<file path="config.mk">
export PLATFORM = sky130hd
export DESIGN_NAME = nand_gate_sweeper
export DESIGN_NICKNAME = d
export VERILOG_FILES = /design/src/rtl/nand_gate_sweeper.sv
export SDC_FILE = /design/constraint.sdc
export NUM_CORES = 1
export LEC_CHECK = 0
export ABC_AREA = 1
export CAP_MARGIN = 5
export CELL_PAD_IN_SITES_DETAIL_PLACEMENT = 0
export CELL_PAD_IN_SITES_GLOBAL_PLACEMENT = 1
export CORE_MARGIN = 2
export CORE_UTILIZATION = 40
export DETAILED_ROUTE_END_ITERATION = 12
export DONT_BUFFER_PORTS = 1
export PLACE_DENSITY = 0.72
export SLEW_MARGIN = 0
export SYNTH_ARGS = -nofsm -noshare
export SYNTH_HDL_FRONTEND = slang
export SYNTH_SLANG_ARGS = --single-unit
export TNS_END_PERCENT = 100
</file>
<file path="constraint.sdc">
create_clock -name clk -period 1.6 [get_ports clk]
set_input_delay 0.16 -clock clk [delete_from_list [all_inputs] [get_ports clk]]
set_output_delay 0.16 -clock clk [all_outputs]
set_load 0.05 [all_outputs]
</file>
<file path="src/rtl/nand_gate_sweeper.sv">
// nand_gate_sweeper
//   Exhaustive truth-table checker for an N_IN-input gate network built only
//   from 2-input nand primitives. The function is selected as OR, AND, NOR or XOR.
//   A sweep FSM (IDLE -> APPLY -> SAMPLE ... -> DONE) drives every vector
//   0..2^N_IN-1 into the network. It compares each result against a behavioural
//   golden model and counts the mismatches.
// Optional macro: NAND_SWEEP_FAULT_INJECT_EN adds fault_vec/fault_en, which
//   invert the network output when vec matches fault_vec.
// Ports:
//   clk, rst_n      clock, asynchronous active-low reset
//   start, mode     sweep start pulse; 00 OR, 01 AND, 10 NOR, 11 XOR
//   busy, done      sweep in progress; one-cycle end pulse
//   vec             vector currently driven into the network
//   z, z_exp        registered network / golden result of the last sample
//   err_cnt, err_flag, first_err_vec   mismatch statistics of the sweep
module nand_gate_sweeper #(
   parameter int N_IN  = 2,
   parameter int CNT_W = N_IN + 1
) (
   input  logic             clk,
   input  logic             rst_n,
   input  logic             start,
   input  logic [1:0]       mode,
`ifdef NAND_SWEEP_FAULT_INJECT_EN
   input  logic [N_IN-1:0]  fault_vec,
   input  logic             fault_en,
`endif
   output logic             busy,
   output logic [N_IN-1:0]  vec,
   output logic             z,
   output logic             z_exp,
   output logic [CNT_W-1:0] err_cnt,
   output logic [N_IN-1:0]  first_err_vec,
   output logic             err_flag,
   output logic             done
);

   typedef enum logic [1:0] {S_IDLE, S_APPLY, S_SAMPLE, S_DONE} state_t;

   state_t           r_state;
   logic [1:0]       r_mode;
   logic [N_IN-1:0]  r_vec;
   logic [N_IN-1:0]  r_first;
   logic [CNT_W-1:0] r_err_cnt;
   logic             r_busy, r_z, r_z_exp, r_err_flag, r_done;

   // ---------------- structural NAND network ----------------
   wire [N_IN-1:0] w_inv;      // nand(a,a) inverters
   wire [N_IN-1:0] w_or_acc;   // running AND of inverted inputs
   wire [N_IN-1:0] w_and_acc;  // running AND of true inputs
   wire [N_IN-1:0] w_xor_acc;  // running XOR
   wire [N_IN-1:1] w_or_t, w_and_t, w_xm, w_xp, w_xq;
   wire            w_or, w_nor;

   assign w_or_acc[0]  = w_inv[0];
   assign w_and_acc[0] = r_vec[0];
   assign w_xor_acc[0] = r_vec[0];

   for (genvar i = 0; i < N_IN; i++) begin : g_inv
      nand u_inv (w_inv[i], r_vec[i], r_vec[i]);
   end

   for (genvar i = 1; i < N_IN; i++) begin : g_chain
      // AND stage: nand followed by nand-inverter
      nand u_ot (w_or_t[i],    w_or_acc[i-1],  w_inv[i]);
      nand u_oa (w_or_acc[i],  w_or_t[i],      w_or_t[i]);
      nand u_at (w_and_t[i],   w_and_acc[i-1], r_vec[i]);
      nand u_aa (w_and_acc[i], w_and_t[i],     w_and_t[i]);
      // classic 4-NAND XOR cell
      nand u_xm (w_xm[i],      w_xor_acc[i-1], r_vec[i]);
      nand u_xp (w_xp[i],      w_xor_acc[i-1], w_xm[i]);
      nand u_xq (w_xq[i],      r_vec[i],       w_xm[i]);
      nand u_xo (w_xor_acc[i], w_xp[i],        w_xq[i]);
   end

   // OR = NAND of all inverted inputs; NOR = OR inverted
   nand u_or  (w_or,  w_or_acc[N_IN-1], w_or_acc[N_IN-1]);
   nand u_nor (w_nor, w_or, w_or);

   logic w_net, w_z_net, w_gold;

   always_comb begin
      w_net = w_or;
      case (r_mode)
         2'b00:   w_net = w_or;
         2'b01:   w_net = w_and_acc[N_IN-1];
         2'b10:   w_net = w_nor;
         default: w_net = w_xor_acc[N_IN-1];
      endcase
   end

`ifdef NAND_SWEEP_FAULT_INJECT_EN
   assign w_z_net = w_net ^ (fault_en && (r_vec == fault_vec));
`else
   assign w_z_net = w_net;
`endif

   always_comb begin
      w_gold = |r_vec;
      case (r_mode)
         2'b00:   w_gold = |r_vec;
         2'b01:   w_gold = &r_vec;
         2'b10:   w_gold = ~|r_vec;
         default: w_gold = ^r_vec;
      endcase
   end

   // ---------------- sweep FSM ----------------
   always_ff @(posedge clk or negedge rst_n) begin
      if (!rst_n) begin
         r_state    <= S_IDLE;
         r_mode     <= 2'b00;
         r_vec      <= '0;
         r_first    <= '0;
         r_err_cnt  <= '0;
         r_busy     <= 1'b0;
         r_z        <= 1'b0;
         r_z_exp    <= 1'b0;
         r_err_flag <= 1'b0;
         r_done     <= 1'b0;
      end else begin
         r_done <= 1'b0;
         case (r_state)
            S_IDLE: begin
               if (start) begin
                  r_mode     <= mode;
                  r_err_cnt  <= '0;
                  r_err_flag <= 1'b0;
                  r_first    <= '0;
                  r_vec      <= '0;
                  r_busy     <= 1'b1;
                  r_state    <= S_APPLY;
               end
            end
            S_APPLY: r_state <= S_SAMPLE;
            S_SAMPLE: begin
               r_z     <= w_z_net;
               r_z_exp <= w_gold;
               if (w_z_net != w_gold) begin
                  r_err_cnt <= r_err_cnt + CNT_W'(1);
                  if (!r_err_flag) begin
                     r_err_flag <= 1'b1;
                     r_first    <= r_vec;
                  end
               end
               if (&r_vec) begin
                  // done is registered here so that it is high during DONE
                  r_done  <= 1'b1;
                  r_state <= S_DONE;
               end else begin
                  r_vec   <= r_vec + N_IN'(1);
                  r_state <= S_APPLY;
               end
            end
            S_DONE: begin
               // any start seen here is dropped; IDLE needs a fresh one
               r_busy  <= 1'b0;
               r_state <= S_IDLE;
            end
            default: r_state <= S_IDLE;
         endcase
      end
   end

   assign busy          = r_busy;
   assign vec           = r_vec;
   assign z             = r_z;
   assign z_exp         = r_z_exp;
   assign err_cnt       = r_err_cnt;
   assign first_err_vec = r_first;
   assign err_flag      = r_err_flag;
   assign done          = r_done;

endmodule

</file>
==> impl_metrics.csv, run 1 <==
group,metric,value,unit
final_layout,fin_nets,85,
final_layout,seq_area,375,um^2
critical_path,worstPathMaxFanout,4,
global_route,met2_usage,18.2,%
min_path,min_path_type,"primary input to register",
clock_network,cts-htree-levels,1,
global_route,track_usage,13.5,%
place,portBuffers,0,
final_layout,syn_to_final_growth,14.7,%
synthesis,synth_mux_area_share,0,%
synthesis,post-synth-top-count-cell,"dfrtp_1",
synthesis,ys.flop_type,"dfrtp_1",
global_route,busiest_layer,"met1",
critical_path,max_stage_delay,0.40,ns
timing,worst_slew_pin_slew,0.670,ns
detailed_routing,ant_nets,0,
power_and_ir_drop,switchingPower,637,uW
synthesis,syn_inst,68,
clock_network,clk_pin_slew_worst_paths,0.09,ns
synthesis,synth_edf_count,0,
detailed_routing,drtIter0Drc,4,
synthesis,syn_area,629,um^2
timing,finalHoldViolCount,0,
status,run_status,"completed",
detailed_routing,wl_per_cell,11.2,um
timing,maxSlewHeadroom,55.2,%
floorplanning,die-area,1910,um^2
timing,rsz0062_at_grt,"false",
power_and_ir_drop,p_sw_share,46.4,%
detailed_routing,routed_wl,1.05,mm
timing,slew_viol_final,0,
place,dp_slack,0.468,ns
timing,setup_slack,0.461,ns
final_layout,final_util,48.5,%
run,drv_cap,0,
synthesis,synth.distinct_cells,13,
synthesis,yosysTopAreaCellShare,59.6,%
synthesis,synth_xor_area_share,0,%
clock_network,clock_latency,0.28,ns
clock_network,cts.sinks,15,
synthesis,synth_compound_area_share,5.17,%
power_and_ir_drop,ir_drop,895,uV
synthesis,yosys-top-cells-count,"15 x dfrtp_1, 13 x inv_1, 11 x nor2_1",
synthesis,synth_fp_nets,75,
detailed_routing,vias,415,
clock_network,cts_max_path_buffers,2,
detailed_routing,via_per_inst,4.46,
place,place_congestion,0.780,
synthesis,async_reset_ff_share,100,%
floorplanning,io_pins,17,
synthesis,yosys.area_share.simple,20.5,%
place,place_hpwl,738,um
timing,finalSetupTns,0,ns
floorplanning,initial_core_util,42.3,%
global_route,grt_pass1_vias,408,
timing,post-route-period-util,71.2,%
timing,finalSetupViolations,0,
floorplanning,coreArea,1490,um^2
global_route,grt_util_met1,18.6,%
synthesis,synthTopCellsByArea,"dfrtp_1 60%, inv_1 7.8%, nor2_1 6.6%, nand3_1 4.8%, nand2_1 4.8%",
power_and_ir_drop,intPower,735,uW
synthesis,synth_top_family_by_area,"simple AND/OR/NAND/NOR gates",
critical_path,end_kind,"register",
floorplanning,die-width,43.7,um
synthesis,yosysWarnings,0,
floorplanning,rows,14,
final_layout,n_antenna_cell,0,
critical_path,cp-start-kind,"register",
power_and_ir_drop,power.share.clock,15.8,%
timing,clock_skew,0.00203,ns
critical_path,cp_slowest_cell,"dfrtp_1",
final_layout,multi_input_area,186,um^2
clock_network,cts_buffers,3,
detailed_routing,dr.pass1.iters,4,
synthesis,ys_ff_latch,15,
clock_network,ctsResizeCount,0,
clock_network,cts_tree,"done",
timing,timing.fmax,878,MHz
synthesis,synthAdderAreaFrac,3.98,%
synthesis,avgSynthCellArea,9.26,um^2
synthesis,yosys.area.top_type,"dfrtp_1",
final_layout,drive_gt1_share,15.6,%
timing,fin_crit,1.14,ns
critical_path,cp.arrival,1.31,ns
critical_path,crit_required,1.77,ns
critical_path,setup.worst_path.class,"register to register",
critical_path,path_cells,"ha_1 > nand2_1 > inv_1 > nor2_1 > o21ai_1",
floorplanning,die_y,43.7,um
global_route,grt_pass1_wl,1.77,mm
power_and_ir_drop,p_per_area,1900,nW/um^2
global_route,antenna_found_initial,0,
clock_network,cts_hold_buf,3,
power_and_ir_drop,p_comb_share,39.5,%
power_and_ir_drop,seqPwrFrac,44.6,%
global_route,met3_usage,2.50,%
power_and_ir_drop,leakage,0.378,nW
synthesis,yosysSeqAreaShare,59.6,%
global_route,overflow,0,
detailed_routing,post-route-drc-count,0,
clock_network,root_buffer,"clkbuf_4",
global_route,grt_max_degree,16,
clock_network,postCtsSetupBuffers,0,
final_layout,fillers,156,
==> layer usage <==
layer	up-vias	share of wire, %	wire length (um)
met2	8	45	467
met1	185	49	517
met4	0	0.86	9
li1	220	-	-
met3	2	4.9	51
met5	-	0	0
==> cell families (layout without fill, tap and decap cells) <==
group,count (synthesis),count (layout)
AND/OR/NAND/NOR,28,28
AO/OA/AOI/OAI,6,6
buffers and inverters,17,26
flip-flops,15,15
adder cells (fa/ha/maj),2,2
==> state kept, by name, summed over array words and instances, names as in the netlist <==
register,cells
busy,1
vec,2
err_cnt,3
err_flag,1
r_mode,2
r_state,2
done,1
first_err_vec,2
z,1
==> area by class of cell <==
type,instances,share of cell area [%]
Sequential cell,15,52.0
Multi-Input combinational cell,36,25.8
Inverter,16,8.32
Timing Repair Buffer,6,7.28
Clock buffer,3,3.12
Tap cell,16,2.77
Clock inverter,1,0.693
==> worst paths after layout <==
check,startpoint,to,slack [ns],cells after the start
max in group asynchronous,rst_n,r_state[0]$_DFFE_PN0P_,0.83,1
min in group asynchronous,rst_n,r_mode[1]$_DFFE_PN0P_,0.35,1
worst max register to register,vec[0]$_DFFE_PN0P_,vec[0]$_DFFE_PN0P_,0.46,5
worst min register to register,z$_DFFE_PN0P_,z$_DFFE_PN0P_,0.52,2
worst max-delay path,vec[0]$_DFFE_PN0P_,vec[0]$_DFFE_PN0P_,0.46,5
worst min-delay path,start,busy$_DFFE_PN0P_,0.02,2
==> critical path, delay by kind of cell, from the launching register on <==
kind | cells | cell delay (ns)
buf+inv | 1 | 0.05
simple gates | 2 | 0.28
flops | 1 | 0.40
compound gates | 1 | 0.08
fa+ha+maj | 1 | 0.23
==> per-stage QoR <==
stage	area, um^2	cells	power, mW	hold WS (ns)
after floorplan	629	68	1.05	-0.136
after global placement	664	86	1.16	-0.135
after detailed placement	664	86	1.16	-0.135
after CTS	722	93	1.40	0.00327
after global routing	722	93	1.49	0.0276
final	722	93	1.37	0.0185
==> power groups by stage <==
stage          combinational, mW  clock, mW  sequential [mW]
2_1_floorplan              0.336          0            0.719
3_3_place_gp               0.535          0            0.621
3_5_place_dp               0.537          0            0.621
4_1_cts                    0.555      0.234            0.613
5_1_grt                    0.615      0.245            0.626
6_report                   0.542      0.217            0.612
==> placed cells by master (no fill, tap or decap), types with 2 or more instances in the layout <==
master	count
buf_4	3
clkbuf_4	3
dfrtp_1	15
dlygate4sd3_1	3
ha_1	2
inv_1	13
inv_2	3
nand2_1	8
nand3_1	6
nor2_1	11
o21ai_1	5
Note: power is estimated with default switching activity, not from simulation.
==> inputs of run 2 (changes only) <==
--- a/config.mk
+++ b/config.mk
@@ -10,10 +10,10 @@
 export CELL_PAD_IN_SITES_DETAIL_PLACEMENT = 0
 export CELL_PAD_IN_SITES_GLOBAL_PLACEMENT = 1
 export CORE_MARGIN = 2
-export CORE_UTILIZATION = 40
+export CORE_UTILIZATION = 38
 export DETAILED_ROUTE_END_ITERATION = 12
 export DONT_BUFFER_PORTS = 1
-export PLACE_DENSITY = 0.72
+export PLACE_DENSITY = 0.71
 export SLEW_MARGIN = 0
 export SYNTH_ARGS = -nofsm -noshare
 export SYNTH_HDL_FRONTEND = slang
==> constraint.sdc (replaced) <==
create_clock -name clk -period 1 [get_ports clk]
set_input_delay 0.1 -clock clk [delete_from_list [all_inputs] [get_ports clk]]
set_output_delay 0.1 -clock clk [all_outputs]
set_load 0.05 [all_outputs]
==> impl_metrics.csv, run 2 (synthesis results as in run 1) <==
group,metric,value,unit
status,run_status,"finished with violations",
status,violations,"setup timing",
final_layout,fillers,134,
final_layout,final_util,60.0,%
floorplanning,die-width,44.7,um
clock_network,cts_buffers,3,
final_layout,layout_commonest_cell,"buf_4",
place,portBuffers,0,
critical_path,cp-start-kind,"register",
detailed_routing,dr.pass1.iters,2,
floorplanning,die-area,2000,um^2
critical_path,cp_slowest_cell,"dfrtp_2",
clock_network,root_buffer,"clkbuf_4",
critical_path,cp.arrival,1.26,ns
floorplanning,initial_core_util,41.3,%
place,dp_slack,-0.138,ns
timing,finalHoldViolCount,0,
timing,maxSlewHeadroom,56.0,%
clock_network,clk_pin_slew_worst_paths,0.09,ns
floorplanning,io_pins,17,
global_route,antenna_found_initial,0,
critical_path,max_stage_delay,0.44,ns
final_layout,fin_nets,101,
timing,timing.fmax,928,MHz
floorplanning,coreArea,1520,um^2
clock_network,cts_tree,"done",
final_layout,multi_input_area,234,um^2
timing,rsz0062_at_grt,"true",
final_layout,largest_reg_flops,3,
detailed_routing,drtIter0Drc,3,
detailed_routing,wl_per_cell,11.3,um
global_route,grt_max_degree,16,
place,place_congestion,0.787,
timing,worst_slew_pin_slew,0.657,ns
run,drv_cap,0,
timing,fin_crit,1.08,ns
clock_network,cts-htree-levels,1,
critical_path,path_cells,"inv_2 > ha_4 > nand3_2 > nand2_1 > nor2_1 > nor2_1",
detailed_routing,via_per_inst,4.61,
detailed_routing,post-route-drc-count,0,
power_and_ir_drop,ir_drop,2230,uV
global_route,overflow,0,
final_layout,syn_to_final_growth,45.3,%
min_path,min_path_type,"primary input to asynchronous set/reset pin",
critical_path,end_kind,"register",
detailed_routing,routed_wl,1.23,mm
floorplanning,die_y,44.7,um
critical_path,crit_required,1.18,ns
final_layout,n_antenna_cell,0,
timing,post-route-period-util,108,%
clock_network,clock_latency,0.28,ns
power_and_ir_drop,p_per_area,2910,nW/um^2
floorplanning,rows,14,
clock_network,cts.sinks,15,
detailed_routing,vias,503,
power_and_ir_drop,leakage,0.458,nW
global_route,grt_pass1_vias,436,
global_route,track_usage,13.7,%
timing,slew_viol_final,0,
critical_path,rrSetupSlack,-0.08,ns
final_layout,final_cell_mix,"15 x buf_4, 11 x dfrtp_1, 10 x inv_1, 10 x nor2_1, 7 x nand2_1",
place,place_hpwl,834,um
clock_network,cts_max_path_buffers,2,
critical_path,worstPathMaxFanout,3,
power_and_ir_drop,finalPower,2.66,mW
critical_path,setup.worst_path.class,"register to register",
final_layout,drive_gt1_share,40.9,%
final_layout,seq_area,380,um^2
global_route,grt_pass1_wl,1.86,mm
timing,finalSetupViolations,5,
timing,clock_skew,0.00429,ns
timing,setup_slack,-0.0776,ns
detailed_routing,ant_nets,0,
critical_path,cp_common_cell,"nor2_1",
==> run 2: metrics by stage <==
stage	instance area [um^2]	hold slack, ns	TNS (ns)	instances
after detailed placement	771	-0.195	-0.313	96
after global placement	771	-0.195	-0.181	96
after global routing	915	0.323	-0.400	109
after CTS	873	0.294	-0.199	105
final	915	0.280	-0.160	109
after floorplan	648	-0.196	-0.608	68
==> run 2: critical path: cells and delay by family, from the launching register on <==
kind,cells,cell delay (ns)
adder cells (fa/ha/maj),1,0.21
buffers and inverters,1,0.09
flip-flops,1,0.44
AND/OR/NAND/NOR,4,0.23
==> run 2: area by class of cell <==
type                       instances  share of cell area (%)
sequential                        15                    41.6
multi-input combinational         36                    25.6
timing repair buffer              21                    20.1
inverter                          16                    6.84
clock buffer                       4                    2.87
tap                               16                    2.19
timing repair inverter             1                   0.821
==> run 2: power by group <==
part	switching (mW)	total [mW]	internal, mW
clock	0.187	0.342	0.155
sequential	0.194	0.969	0.775
combinational	0.805	1.35	0.544
total	1.19	2.66	1.47
==> run 2: what timing repair did <==
item / CTS / global route
endpoints found under the hold margin: 19 / 0
resized for setup: 8 / 2
cloned: 0 / 1
hold buffers: 4 / 0
buffers inserted: 1 / 3
endpoints found under the setup margin: 7 / 15
pin swaps: 1 / 0
==> run 2: metal layers <==
layer  vias to the layer above  track usage (%)  part of all wire, %  routed length [um]
li1                        256                -                    -                   -
met1                       231             15.2                   43                 527
met2                        11             22.0                   49                 604
met3                         5             6.00                  5.9                  73
met4                         0             7.27                  1.9                  23
met5                         -                0                    0                   0
==> run 2: final timing paths <==
check,start,end,depth (start not counted)
setup / recovery,vec[1]$_DFFE_PN0P_,z$_DFFE_PN0P_,6
hold / removal,rst_n,err_flag$_DFFE_PN0P_,1
setup reg to reg,vec[1]$_DFFE_PN0P_,z$_DFFE_PN0P_,6
hold reg to reg,err_cnt[2]$_DFFE_PN0P_,err_cnt[2]$_DFFE_PN0P_,2
max in group asynchronous,rst_n,z$_DFFE_PN0P_,1
min in group clk,mode[0],r_mode[0]$_DFFE_PN0P_,3
==> inputs of run 3 (changes only) <==
--- a/config.mk
+++ b/config.mk
@@ -7,13 +7,11 @@
 export LEC_CHECK = 0
 export ABC_AREA = 1
 export CAP_MARGIN = 5
-export CELL_PAD_IN_SITES_DETAIL_PLACEMENT = 0
-export CELL_PAD_IN_SITES_GLOBAL_PLACEMENT = 1
-export CORE_MARGIN = 2
-export CORE_UTILIZATION = 38
+export CORE_MARGIN = 5
+export CORE_UTILIZATION = 40
 export DETAILED_ROUTE_END_ITERATION = 12
 export DONT_BUFFER_PORTS = 1
-export PLACE_DENSITY = 0.71
+export PLACE_DENSITY = 0.59
 export SLEW_MARGIN = 0
 export SYNTH_ARGS = -nofsm -noshare
 export SYNTH_HDL_FRONTEND = slang
==> impl_metrics.csv, run 3 (synthesis results as in run 1) <==
group,metric,value,unit
global_route,track_usage,10.3,%
final_layout,final_cell_mix,"11 x dfrtp_1, 10 x inv_1, 10 x nor2_1",
clock_network,root_buffer,"clkbuf_4",
clock_network,cts_buffers,3,
detailed_routing,routed_wl,1.17,mm
critical_path,setup.worst_path.class,"register to register",
final_layout,fin_nets,98,
critical_path,worstPathMaxFanout,3,
detailed_routing,vias,481,
min_path,min_path_type,"primary input to asynchronous set/reset pin",
detailed_routing,via_per_inst,4.54,
final_layout,syn_to_final_growth,41.9,%
power_and_ir_drop,p_per_area,2890,nW/um^2
floorplanning,io_pins,17,
clock_network,clock_latency,0.28,ns
critical_path,end_kind,"register",
place,dpl.cell_count,96,
timing,post-route-period-util,108,%
clock_network,cts_tree,"done",
place,portBuffers,0,
status,run_status,"finished with violations",
timing,finalSetupViolations,4,
floorplanning,coreArea,1510,um^2
final_layout,layout_commonest_cell,"dfrtp_1",
timing,setup_slack,-0.0791,ns
global_route,grt_pass1_wl,2.01,mm
global_route,grt_pass1_vias,496,
timing,rsz0062_at_grt,"true",
floorplanning,die-width,49.7,um
detailed_routing,drtIter0Drc,2,
final_layout,seq_area,380,um^2
place,place_hpwl,831,um
power_and_ir_drop,leakage,0.440,nW
detailed_routing,ant_nets,0,
floorplanning,rows,14,
global_route,grt_max_degree,16,
timing,worst_slew_pin_slew,0.644,ns
final_layout,final_util,59.3,%
final_layout,drive_gt1_share,41.1,%
final_layout,finalInstanceArea,893,um^2
detailed_routing,wl_per_cell,11.0,um
final_layout,largest_reg_flops,3,
critical_path,cp.arrival,1.26,ns
final_layout,n_antenna_cell,0,
timing,slew_viol_final,0,
clock_network,clk_pin_slew_worst_paths,0.09,ns
global_route,overflow,0,
timing,clock_skew,0.00137,ns
place,place_congestion,0.769,
final_layout,instances_no_fill,106,
clock_network,cts.sinks,15,
clock_network,cts_max_path_buffers,2,
critical_path,cp-start-kind,"register",
floorplanning,initial_core_util,41.8,%
run,drv_cap,0,
timing,timing.fmax,927,MHz
global_route,antenna_found_initial,0,
clock_network,cts-htree-levels,1,
floorplanning,die_y,49.7,um
timing,fin_crit,1.08,ns
power_and_ir_drop,ir_drop,1380,uV
final_layout,fillers,130,
timing,maxSlewHeadroom,56.9,%
detailed_routing,post-route-drc-count,0,
detailed_routing,dr.pass1.iters,4,
status,violations,"setup timing",
final_layout,multi_input_area,223,um^2
floorplanning,die-area,2470,um^2
place,postPlaceCellArea,771,um^2
critical_path,crit_required,1.18,ns
timing,finalHoldViolCount,0,
[run 3: worst paths after layout]
kind	startpoint	slack, ns	end	depth (start not counted)
max in group asynchronous	rst_n	0.27	vec[0]$_DFFE_PN0P_	1
hold reg to reg	err_flag$_DFFE_PN0P_	0.49	err_flag$_DFFE_PN0P_	2
setup / recovery	vec[1]$_DFFE_PN0P_	-0.08	z$_DFFE_PN0P_	7
min in group clk	mode[0]	0.49	r_mode[0]$_DFFE_PN0P_	3
hold / removal	rst_n	0.28	r_mode[0]$_DFFE_PN0P_	1
setup reg to reg	vec[1]$_DFFE_PN0P_	-0.08	z$_DFFE_PN0P_	7
[run 3: per-stage QoR]
stage | power, mW | setup TNS [ns] | setup WS [ns] | hold WS (ns)
final | 2.58 | -0.187 | -0.0791 | 0.277
after detailed placement | 2.06 | -0.169 | -0.0624 | -0.195
after floorplan | 1.74 | -0.608 | -0.184 | -0.196
after global placement | 2.03 | -0.128 | -0.0533 | -0.195
after global routing | 2.78 | -0.565 | -0.149 | 0.342
after CTS | 2.49 | -0.166 | -0.0545 | 0.305
[run 3: critical path, stage by stage, from the launching register on]
cell     delay, ns
dfrtp_2       0.44
inv_2         0.09
ha_4          0.14
inv_2         0.03
nand2_1       0.05
nand3_1       0.08
nor2_1        0.11
nor2_1        0.04
[run 3: timing repair]
item / 4_1_cts / 5_1_grt
gates cloned: 0 / 1
hold endpoints to repair: 19 / 0
pin swaps: 1 / 1
buffers inserted: 0 / 1
hold buffers: 4 / 0
setup endpoints to repair: 6 / 15
resized for setup: 5 / 7
[run 3: area by class of cell]
class | instances | area share [%]
tap | 16 | 2.24
clock inverter | 1 | 0.560
inverter | 16 | 7.00
timing repair inverter | 1 | 0.840
timing repair buffer | 18 | 19.3
multi-input combinational | 36 | 24.9
sequential | 15 | 42.6
clock buffer | 3 | 2.52
[run 3: report_power, final]
| group | switching, mW | total [mW] | internal, mW |
|---|---|---|---|
| sequential | 0.187 | 0.959 | 0.772 |
| combinational | 0.776 | 1.28 | 0.503 |
| clock | 0.194 | 0.342 | 0.148 |
[run 3: routing by layer]
| layer | routed length, um | up-vias | GRT usage, % |
|---|---|---|---|
| met3 | 65 | 4 | 2.41 |
| met1 | 547 | 217 | 13.4 |
| li1 | - | 249 | - |
| met4 | 27 | 0 | 5.24 |
| met5 | 0 | - | 0 |
| met2 | 527 | 11 | 15.7 |
